$ cat src/rtl/dmem_port_arbiter.sv
// dmem_port_arbiter
//   Shares a single-ported data memory between the CPU load/store path (port 0)
//   and the program loader/debug port (port 1). One access is issued per cycle.
//   Contended cycles alternate round-robin. A port can lock ownership for a burst,
//   but ownership is forcibly released after MAX_HOLD consecutive locked grants
//   while the other port waits.
// Ports
//   clk, rst              clock; asynchronous active-low reset
//   req/lock/we/addr/wdata 0,1  requester side (held stable until gnt)
//   gnt0/gnt1             access issued this cycle (combinational)
//   rvalid0/1, rdata0/1   read response, one cycle after the granting cycle
//   cpu_stall             CPU request not served this cycle
//   mem_en/we/addr/wdata  memory command; mem_rdata returns the cycle after a read
module dmem_port_arbiter #(
  parameter int ADDR_W   = 32,
  parameter int DATA_W   = 32,
  parameter int MAX_HOLD = 8
) (
  input  logic              clk,
  input  logic              rst,
  input  logic              req0,
  input  logic              req1,
  input  logic              lock0,
  input  logic              lock1,
  input  logic              we0,
  input  logic              we1,
  input  logic [ADDR_W-1:0] addr0,
  input  logic [ADDR_W-1:0] addr1,
  input  logic [DATA_W-1:0] wdata0,
  input  logic [DATA_W-1:0] wdata1,
  output logic              gnt0,
  output logic              gnt1,
  output logic              rvalid0,
  output logic              rvalid1,
  output logic [DATA_W-1:0] rdata0,
  output logic [DATA_W-1:0] rdata1,
  output logic              cpu_stall,
  output logic              mem_en,
  output logic              mem_we,
  output logic [ADDR_W-1:0] mem_addr,
  output logic [DATA_W-1:0] mem_wdata,
  input  logic [DATA_W-1:0] mem_rdata
);

  localparam int HOLD_W = $clog2(MAX_HOLD + 1);

  typedef enum logic [1:0] {OWN_NONE, OWN_LOCK0, OWN_LOCK1} own_t;

  own_t              own, own_nxt;
  logic              rr_ptr, rr_nxt;
  logic [HOLD_W-1:0] hold_cnt, hold_nxt;
  logic              rd_pend0, rd_pend1;
  logic [DATA_W-1:0] rdata_q0, rdata_q1;

  logic any_win;   // some port is granted this cycle
  logic win;       // index of the granted port
  logic ovr;       // starvation override forced the grant away from the owner
  logic hold_max;
  logic req_other;
  logic lock_win;

  function automatic logic [HOLD_W-1:0] sat_inc(input logic [HOLD_W-1:0] v);
    if (v == HOLD_W'(MAX_HOLD)) return v;
    return v + HOLD_W'(1);
  endfunction

  assign hold_max = (hold_cnt == HOLD_W'(MAX_HOLD));

  // Winner selection and next-state
  always_comb begin
    any_win   = 1'b0;
    win       = 1'b0;
    ovr       = 1'b0;
    own_nxt   = own;
    rr_nxt    = rr_ptr;
    hold_nxt  = '0;
    req_other = 1'b0;
    lock_win  = 1'b0;

    case (own)
      OWN_LOCK0: begin
        if (hold_max && req1) begin
          any_win = 1'b1; win = 1'b1; ovr = 1'b1;
        end else if (req0) begin
          any_win = 1'b1; win = 1'b0;
        end else if (req1) begin
          any_win = 1'b1; win = 1'b1;
        end
      end
      OWN_LOCK1: begin
        if (hold_max && req0) begin
          any_win = 1'b1; win = 1'b0; ovr = 1'b1;
        end else if (req1) begin
          any_win = 1'b1; win = 1'b1;
        end else if (req0) begin
          any_win = 1'b1; win = 1'b0;
        end
      end
      default: begin
        if (req0 && req1) begin
          any_win = 1'b1; win = rr_ptr;
        end else if (req0) begin
          any_win = 1'b1; win = 1'b0;
        end else if (req1) begin
          any_win = 1'b1; win = 1'b1;
        end
      end
    endcase

    // No access may be issued while reset is held.
    if (!rst) any_win = 1'b0;

    req_other = win ? req0 : req1;
    lock_win  = win ? lock1 : lock0;

    if (any_win) begin
      if (ovr || !lock_win) own_nxt = OWN_NONE;
      else                  own_nxt = win ? OWN_LOCK1 : OWN_LOCK0;
      if (own == OWN_NONE || ovr) rr_nxt = ~win;
      // A locked grant with the other port waiting counts toward the hold limit;
      // the first grant of a fresh ownership counts as one.
      if (!ovr && lock_win && req_other) begin
        if (own == (win ? OWN_LOCK1 : OWN_LOCK0)) hold_nxt = sat_inc(hold_cnt);
        else                                      hold_nxt = HOLD_W'(1);
      end
    end else begin
      own_nxt = OWN_NONE;
      if (own == OWN_LOCK0 && lock0) own_nxt = OWN_LOCK0;
      if (own == OWN_LOCK1 && lock1) own_nxt = OWN_LOCK1;
    end
  end

  assign gnt0      = any_win & ~win;
  assign gnt1      = any_win & win;
  assign cpu_stall = req0 & ~gnt0;
  assign mem_en    = any_win;
  assign mem_we    = any_win & (win ? we1 : we0);
  assign mem_addr  = any_win ? (win ? addr1 : addr0) : '0;
  assign mem_wdata = any_win ? (win ? wdata1 : wdata0) : '0;

  // Read response: pending flag is the valid; data bypasses from memory while
  // valid and is held afterwards until the next read to that port.
  assign rvalid0 = rd_pend0;
  assign rvalid1 = rd_pend1;
  assign rdata0  = rd_pend0 ? mem_rdata : rdata_q0;
  assign rdata1  = rd_pend1 ? mem_rdata : rdata_q1;

  // State registers
  always_ff @(posedge clk or negedge rst) begin
    if (!rst) begin
      own      <= OWN_NONE;
      rr_ptr   <= 1'b0;
      hold_cnt <= '0;
      rd_pend0 <= 1'b0;
      rd_pend1 <= 1'b0;
      rdata_q0 <= '0;
      rdata_q1 <= '0;
    end else begin
      own      <= own_nxt;
      rr_ptr   <= rr_nxt;
      hold_cnt <= hold_nxt;
      rd_pend0 <= gnt0 & ~we0;
      rd_pend1 <= gnt1 & ~we1;
      if (rd_pend0) rdata_q0 <= mem_rdata;
      if (rd_pend1) rdata_q1 <= mem_rdata;
    end
  end

endmodule
$ cat config.mk
export PLATFORM = sky130hd
export DESIGN_NAME = dmem_port_arbiter
export DESIGN_NICKNAME = d
export VERILOG_FILES = /design/src/rtl/dmem_port_arbiter.sv
export SDC_FILE = /design/constraint.sdc
export NUM_CORES = 1
export LEC_CHECK = 0
export CELL_PAD_IN_SITES_DETAIL_PLACEMENT = 1
export CELL_PAD_IN_SITES_GLOBAL_PLACEMENT = 1
export CORE_ASPECT_RATIO = 1.5
export CORE_MARGIN = 2
export CORE_UTILIZATION = 21
export CTS_CLUSTER_SIZE = 16
export DETAILED_ROUTE_END_ITERATION = 7
export PLACE_DENSITY_LB_ADDON = 0.3
export SLEW_MARGIN = 0
export SYNTH_ARGS = -nofsm -noshare
export SYNTH_HDL_FRONTEND = slang
export SYNTH_SLANG_ARGS = --single-unit
$ cat constraint.sdc
create_clock -name clk -period 1.8 [get_ports clk]
set_input_delay 0.18 -clock clk [delete_from_list [all_inputs] [get_ports clk]]
set_output_delay 0.18 -clock clk [all_outputs]
set_load 0.01 [all_outputs]
==> flow_summary.toml, run 1 <==
[cts]
max-clock-path-buffers = 2
cts_max_level = 3
clk_pin_slew_worst_paths_ns = 0.06
numCtsBuffers = 9
clkSinkCount = 73
root_buffer = "clkbuf_16"
clock_latency_ns = 0.33
cts_tree = "built"

[global_route]
track_usage_pct = 21.7
antenna_found_initial = 5
overflow = 0
grt_pass1_vias = 5562
grt_max_degree = 72
grt_first_pass_wirelength_um = 32200

[floorplanning]
core_um2 = 18500
pin_count = 303
die_w_um = 116
std_cell_rows = 61
initial_core_util_pct = 21.3
dieArea_um2 = 19800
die_h_um = 171

[power]
p_per_area_nw_per_um2 = 890
p_leak_nw = 3.90
max-vdd-ir-drop_mv = 0.506

[placement]
place_ws_ns = -0.942
gp_congestion = 0.904
place_area_um2 = 7880
dp_hpwl_um = 15700
place_inst = 1003
port_buffers = 302

[detailed_routing]
drc = 0
drtIter0Drc = 119
ant_nets = 0
wl_per_cell_um = 20.9
via_count = 4820
drt-pass1-iter-count = 4
routed_wl_um = 22400
vias_per_cell = 4.50

[worst_setup_path]
worstPathMaxFanout = 8
crit_type = "reg2out"
critPathArrivalTime_ns = 2.33
required_ns = 1.62
crit_path_end_kind = "output port"
critPathLaunchType = "register"
ff2ff_setup_slack_ns = -0.43

[timing]
slew_viol_final = 0
max_slew.worst_pin.slew_ns = 0.919
relSlewSlack_pct = 38.7
period_minus_slack_ns = 2.51
min_period_over_period_pct = 140
rsz0062_at_grt = "true"
max_freq_mhz = 398
layout_setup_ws_ns = -0.713
setup_viol = 76
finalHoldViolCount = 0
fin_skew_ns = 0.00878

[synthesis]
synth-main-ff-cell = "dfrtp_1"
ys_warn_count = 0
synth-edff-count = 0
postSynthCellCount = 432
syn_area_um2 = 3930
avgSynthCellArea_um2 = 9.09
synth_cell_types = 34
ys_async_sr_fraction_pct = 100
synth-seq-area-share_pct = 46.5
synthesis.nets = 605
ys_ff_latch = 73

[final_layout]
regArea_um2 = 1830
fillerInstances = 2098
finalNonFillerCells = 1072
drive_gt1_share_pct = 54.0
layout.nets = 984
stdcell_area_um2 = 8890
area_growth_pct = 126
multi_input_area_um2 = 2620

[hold_path]
holdCritPathClass = "in2async"

[run_status]
violations = "setup timing"
status = "finished, violations left"

[job]
max_cap_violations = 0
-- cell families (layout without fill, tap and decap cells) --
| kind of cell | Yosys count | after routing | synth area share [%] |
|---|---|---|---|
| XOR/XNOR | 3 | 3 | 0.669 |
| other | 0 | 4 | 0 |
| AO/OA/AOI/OAI | 82 | 82 | 11.3 |
| buffers and inverters | 37 | 421 | 3.98 |
| AND/OR/NAND/NOR | 168 | 168 | 17.6 |
| flip-flops | 73 | 73 | 46.5 |
| adder cells (fa/ha/maj) | 5 | 5 | 1.59 |
| multiplexers | 64 | 64 | 18.4 |
-- critical path: stages, from the launching register on --
cell and delay (ns):
dfrtp_1 0.39, inv_2 0.07, ha_4 0.14, and4b_1 0.24
buf_4 0.15, nor2_4 0.05, nor3_4 0.19, buf_12 0.14
buf_12 0.12, buf_12 0.14, nand2_4 0.05, a21oi_2 0.16
buf_2 0.16
-- sequential cells by signal (all words and copies together) (netlist names) --
register,count
rdata_q1,32
hold_cnt,4
rdata_q0,32
own,2
rvalid1,1
rvalid0,1
rr_ptr,1
-- power by group --
group,internal (mW),total (mW),leakage (nW),switching (mW)
clock network,0.935,1.62,0.129,0.690
registers,2.14,2.30,0.878,0.158
logic,2.09,3.98,2.89,1.89
total,5.16,7.91,3.90,2.74
-- stage by stage --
step           hold slack [ns]  utilization [%]  power [mW]  setup TNS [ns]
2_1_floorplan           -0.116                -        3.84          -0.396
3_3_place_gp           0.00640             42.7        5.90          -58.81
3_5_place_dp           0.00634             42.7        6.03          -61.36
4_1_cts                  0.163             47.1        7.88          -53.16
5_1_grt                  0.190             48.1        8.37          -54.28
6_report                 0.146             48.1        7.91          -47.27
-- cell usage after synthesis, types with 2 or more instances --
cell type | n | area, um^2
clkbuf_1 | 14 | 52.6
inv_1 | 6 | 22.5
nand2b_1 | 2 | 12.5
o21ai_0 | 4 | 20.0
nand4_1 | 2 | 12.5
nor3_1 | 4 | 20.0
xnor2_1 | 2 | 17.5
buf_1 | 7 | 26.3
dfrtp_1 | 73 | 1830
a21oi_1 | 69 | 345
nand2_1 | 138 | 518
nand3_1 | 7 | 35.0
mux2_2 | 64 | 721
nor2_1 | 8 | 30.0
buf_4 | 2 | 15.0
buf_2 | 8 | 40.0
ha_1 | 5 | 62.6
-- timing repair --
| item | in CTS | in global routing |
|---|---|---|
| resized for setup | 490 | 171 |
| hold buffers | 1 | 0 |
| setup buffers | 33 | 8 |
| pin swaps | 9 | 42 |
| hold endpoints to repair | 2 | 0 |
| setup endpoints to repair | 141 | 138 |
| gates cloned | 14 | 1 |
-- worst paths after layout --
| path | start | endpoint | depth (start not counted) |
|---|---|---|---|
| max in group asynchronous | rst | rvalid1$_DFF_PN0_ | 2 |
| max reg2reg | hold_cnt[0]$_DFFE_PN0P_ | hold_cnt[0]$_DFFE_PN0P_ | 12 |
| min reg2reg | rdata_q1[14]$_DFF_PN0_ | rdata_q1[14]$_DFF_PN0_ | 1 |
| max | hold_cnt[0]$_DFFE_PN0P_ | mem_wdata[6] | 12 |
| min in group clk | rst | hold_cnt[0]$_DFFE_PN0P_ | 3 |
| min | rst | rr_ptr$_DFFE_PN0P_ | 2 |
-- metal layers --
| layer | wire (um) | vias to the layer above | global-route usage (%) | part of all wire [%] |
|---|---|---|---|---|
| met2 | 12600 | 233 | 43.0 | 56 |
| met4 | 276 | 2 | 4.92 | 1.2 |
| met5 | 8 | - | 0 | 0.036 |
| li1 | - | 2217 | - | - |
| met1 | 7410 | 2345 | 20.2 | 33 |
| met3 | 2190 | 23 | 8.88 | 9.8 |
-- area by class of cell --
cell class                 count  area share [%]
timing repair buffer         399            43.0
multi-input combinational    322            29.5
sequential                    73            20.6
tap                          252            3.55
clock buffer                  10            2.58
clock inverter                 6           0.479
inverter                       6           0.253
antenna                        4           0.113
-- placed cells by master, fill, tap and decap left out, types with 2 or more instances in the layout --
master / Yosys / layout
buf_12: 0 / 21
inv_2: 0 / 4
dfrtp_1: 73 / 70
nor2_1: 8 / 4
inv_1: 6 / 2
nand3_4: 0 / 2
buf_8: 0 / 3
mux2_4: 0 / 11
diode_2: 0 / 4
buf_4: 2 / 56
dfrtp_2: 0 / 3
nor3_4: 1 / 2
clkinvlp_4: 0 / 2
a21oi_2: 0 / 66
a21oi_4: 0 / 2
xnor2_1: 2 / 2
clkdlybuf4s15_2: 0 / 3
nand2_1: 138 / 107
nand2b_1: 2 / 2
clkbuf_16: 0 / 10
buf_6: 0 / 35
ha_4: 0 / 3
nand2_2: 0 / 17
clkdlybuf4s50_1: 0 / 168
nand4_1: 2 / 2
buf_16: 0 / 10
clkbuf_2: 0 / 36
nand2_4: 0 / 14
o21ai_2: 0 / 2
clkinv_2: 0 / 2
nor3_2: 0 / 2
buf_2: 8 / 64
mux2_2: 64 / 53
nor2_4: 0 / 3
nand3_1: 7 / 4
Power figures use the tool's default switching activity.
==> inputs of run 2 (changes only) <==
--- a/config.mk
+++ b/config.mk
@@ -13,6 +13,7 @@
 export CTS_CLUSTER_SIZE = 16
 export DETAILED_ROUTE_END_ITERATION = 7
 export PLACE_DENSITY_LB_ADDON = 0.3
+export RECOVER_POWER = 25
 export SLEW_MARGIN = 0
 export SYNTH_ARGS = -nofsm -noshare
 export SYNTH_HDL_FRONTEND = slang
==> flow_summary.toml, run 2 (synthesis gave the netlist of run 1 again) <==
[floorplanning]
core_um2 = 18500
initial_core_util_pct = 21.3
dieArea_um2 = 19800
pin_count = 303
std_cell_rows = 61
die_h_um = 171
die_w_um = 116

[detailed_routing]
routed_wl_um = 22400
wl_per_cell_um = 20.9
via_count = 4812
drc = 0
ant_nets = 0
vias_per_cell = 4.48
drtIter0Drc = 117
drt-pass1-iter-count = 4

[final_layout]
fillerInstances = 2099
final_cell_mix = "clkdlybuf4s50_1, nand2_1, dfrtp_1, a21oi_2, buf_2"
finalNonFillerCells = 1073
reg_top3 = "rdata_q0 (32), rdata_q1 (32), hold_cnt (4)"
final_common_cell = "clkdlybuf4s50_1"
drive_gt1_share_pct = 53.9
area_growth_pct = 126
postLayoutCoreUtil_pct = 48.1
layout.nets = 984
stdcell_area_um2 = 8880

[placement]
gp_congestion = 0.904
place_inst = 1003
place_ws_ns = -0.942
dp_hpwl_um = 15700
place_area_um2 = 7880
port_buffers = 302

[cts]
cts_tree = "built"
cts_max_level = 3
clock_latency_ns = 0.33
max-clock-path-buffers = 2
clkSinkCount = 73
root_buffer = "clkbuf_16"
clk_pin_slew_worst_paths_ns = 0.05
numCtsBuffers = 9

[global_route]
grt_max_degree = 72
antenna_found_initial = 5
track_usage_pct = 21.7
grt_first_pass_wirelength_um = 32200
grt_pass1_vias = 5562
overflow = 0

[timing]
slew_viol_final = 0
tns_ns = -47.22
max_slew.worst_pin.slew_ns = 0.990
finalHoldViolCount = 0
period_minus_slack_ns = 2.51
holdWs_ns = 0.284
relSlewSlack_pct = 34.0
min_period_over_period_pct = 140
rsz0062_at_grt = "true"
fin_skew_ns = 0.00878
max_freq_mhz = 398
layout_setup_ws_ns = -0.712
setup_viol = 76

[power]
max-vdd-ir-drop_mv = 0.505
p_leak_nw = 3.90
power_mw = 7.90
p_per_area_nw_per_um2 = 889

[worst_setup_path]
crit_path_end_kind = "output port"
worstPathMaxFanout = 8
critPathArrivalTime_ns = 2.33
required_ns = 1.62
crit_type = "reg2out"
critPathLaunchType = "register"

[job]
max_cap_violations = 0

[hold_path]
holdCritPathClass = "in2reg"

[run_status]
violations = "setup timing"
status = "finished, violations left"
run 2: cell count changes in the layout (fill, tap and decap cells not counted), sizes merged:
cell	change
clkbuf	+2
diode	+1
buf	-2
run 2: metal layers:
layer	track usage (%)	up-vias	part of all wire, %
li1	-	2221	-
met1	20.2	2332	33
met2	43.0	235	56
met3	8.88	22	10
met4	4.92	2	1.2
met5	0	-	0.036
run 2: layout make-up:
type / instances / area, um^2 / area share, %
tap: 252 / 315 / 3.55
inverter: 6 / 22.5 / 0.253
timing repair buffer: 399 / 3810 / 42.9
antenna: 5 / 12.5 / 0.141
clock inverter: 6 / 42.5 / 0.479
clock buffer: 10 / 229 / 2.58
sequential: 73 / 1830 / 20.6
multi-input combinational: 322 / 2620 / 29.5
run 2: repair_timing:
| item | in CTS | in global routing |
|---|---|---|
| gates cloned | 14 | 1 |
| hold buffers | 1 | 0 |
| endpoints found under the hold margin | 2 | 0 |
| gates resized for setup | 490 | 171 |
| endpoints found under the setup margin | 141 | 138 |
| pin swaps | 9 | 42 |
| buffers inserted | 33 | 8 |
run 2: worst paths after layout:
| check | from | to | slack (ns) | depth (start not counted) |
|---|---|---|---|---|
| max in group asynchronous | rst | rvalid1$_DFF_PN0_ | 0.62 | 2 |
| min in group asynchronous | rst | rr_ptr$_DFFE_PN0P_ | 0.46 | 2 |
| hold / removal | rst | hold_cnt[0]$_DFFE_PN0P_ | 0.28 | 3 |
| setup / recovery | hold_cnt[0]$_DFFE_PN0P_ | mem_wdata[6] | -0.71 | 12 |
| setup reg to reg | hold_cnt[0]$_DFFE_PN0P_ | hold_cnt[0]$_DFFE_PN0P_ | -0.43 | 12 |
| hold reg to reg | rdata_q1[14]$_DFF_PN0_ | rdata_q1[14]$_DFF_PN0_ | 0.49 | 1 |
run 2: report_power, final:
part           switching, mW  internal (mW)  total, mW
Combinational           1.89           2.09       3.98
Sequential             0.157           2.14       2.30
Clock                  0.688          0.935       1.62
Total                   2.74           5.16       7.90
run 2: critical path: stages, from the launching register on:
cell,delay (ns)
dfrtp_1,0.39
inv_2,0.07
ha_4,0.14
and4b_1,0.24
buf_4,0.15
nor2_4,0.05
nor3_4,0.19
buf_12,0.14
buf_12,0.12
buf_12,0.14
nand2_4,0.05
a21oi_2,0.16
buf_2,0.16
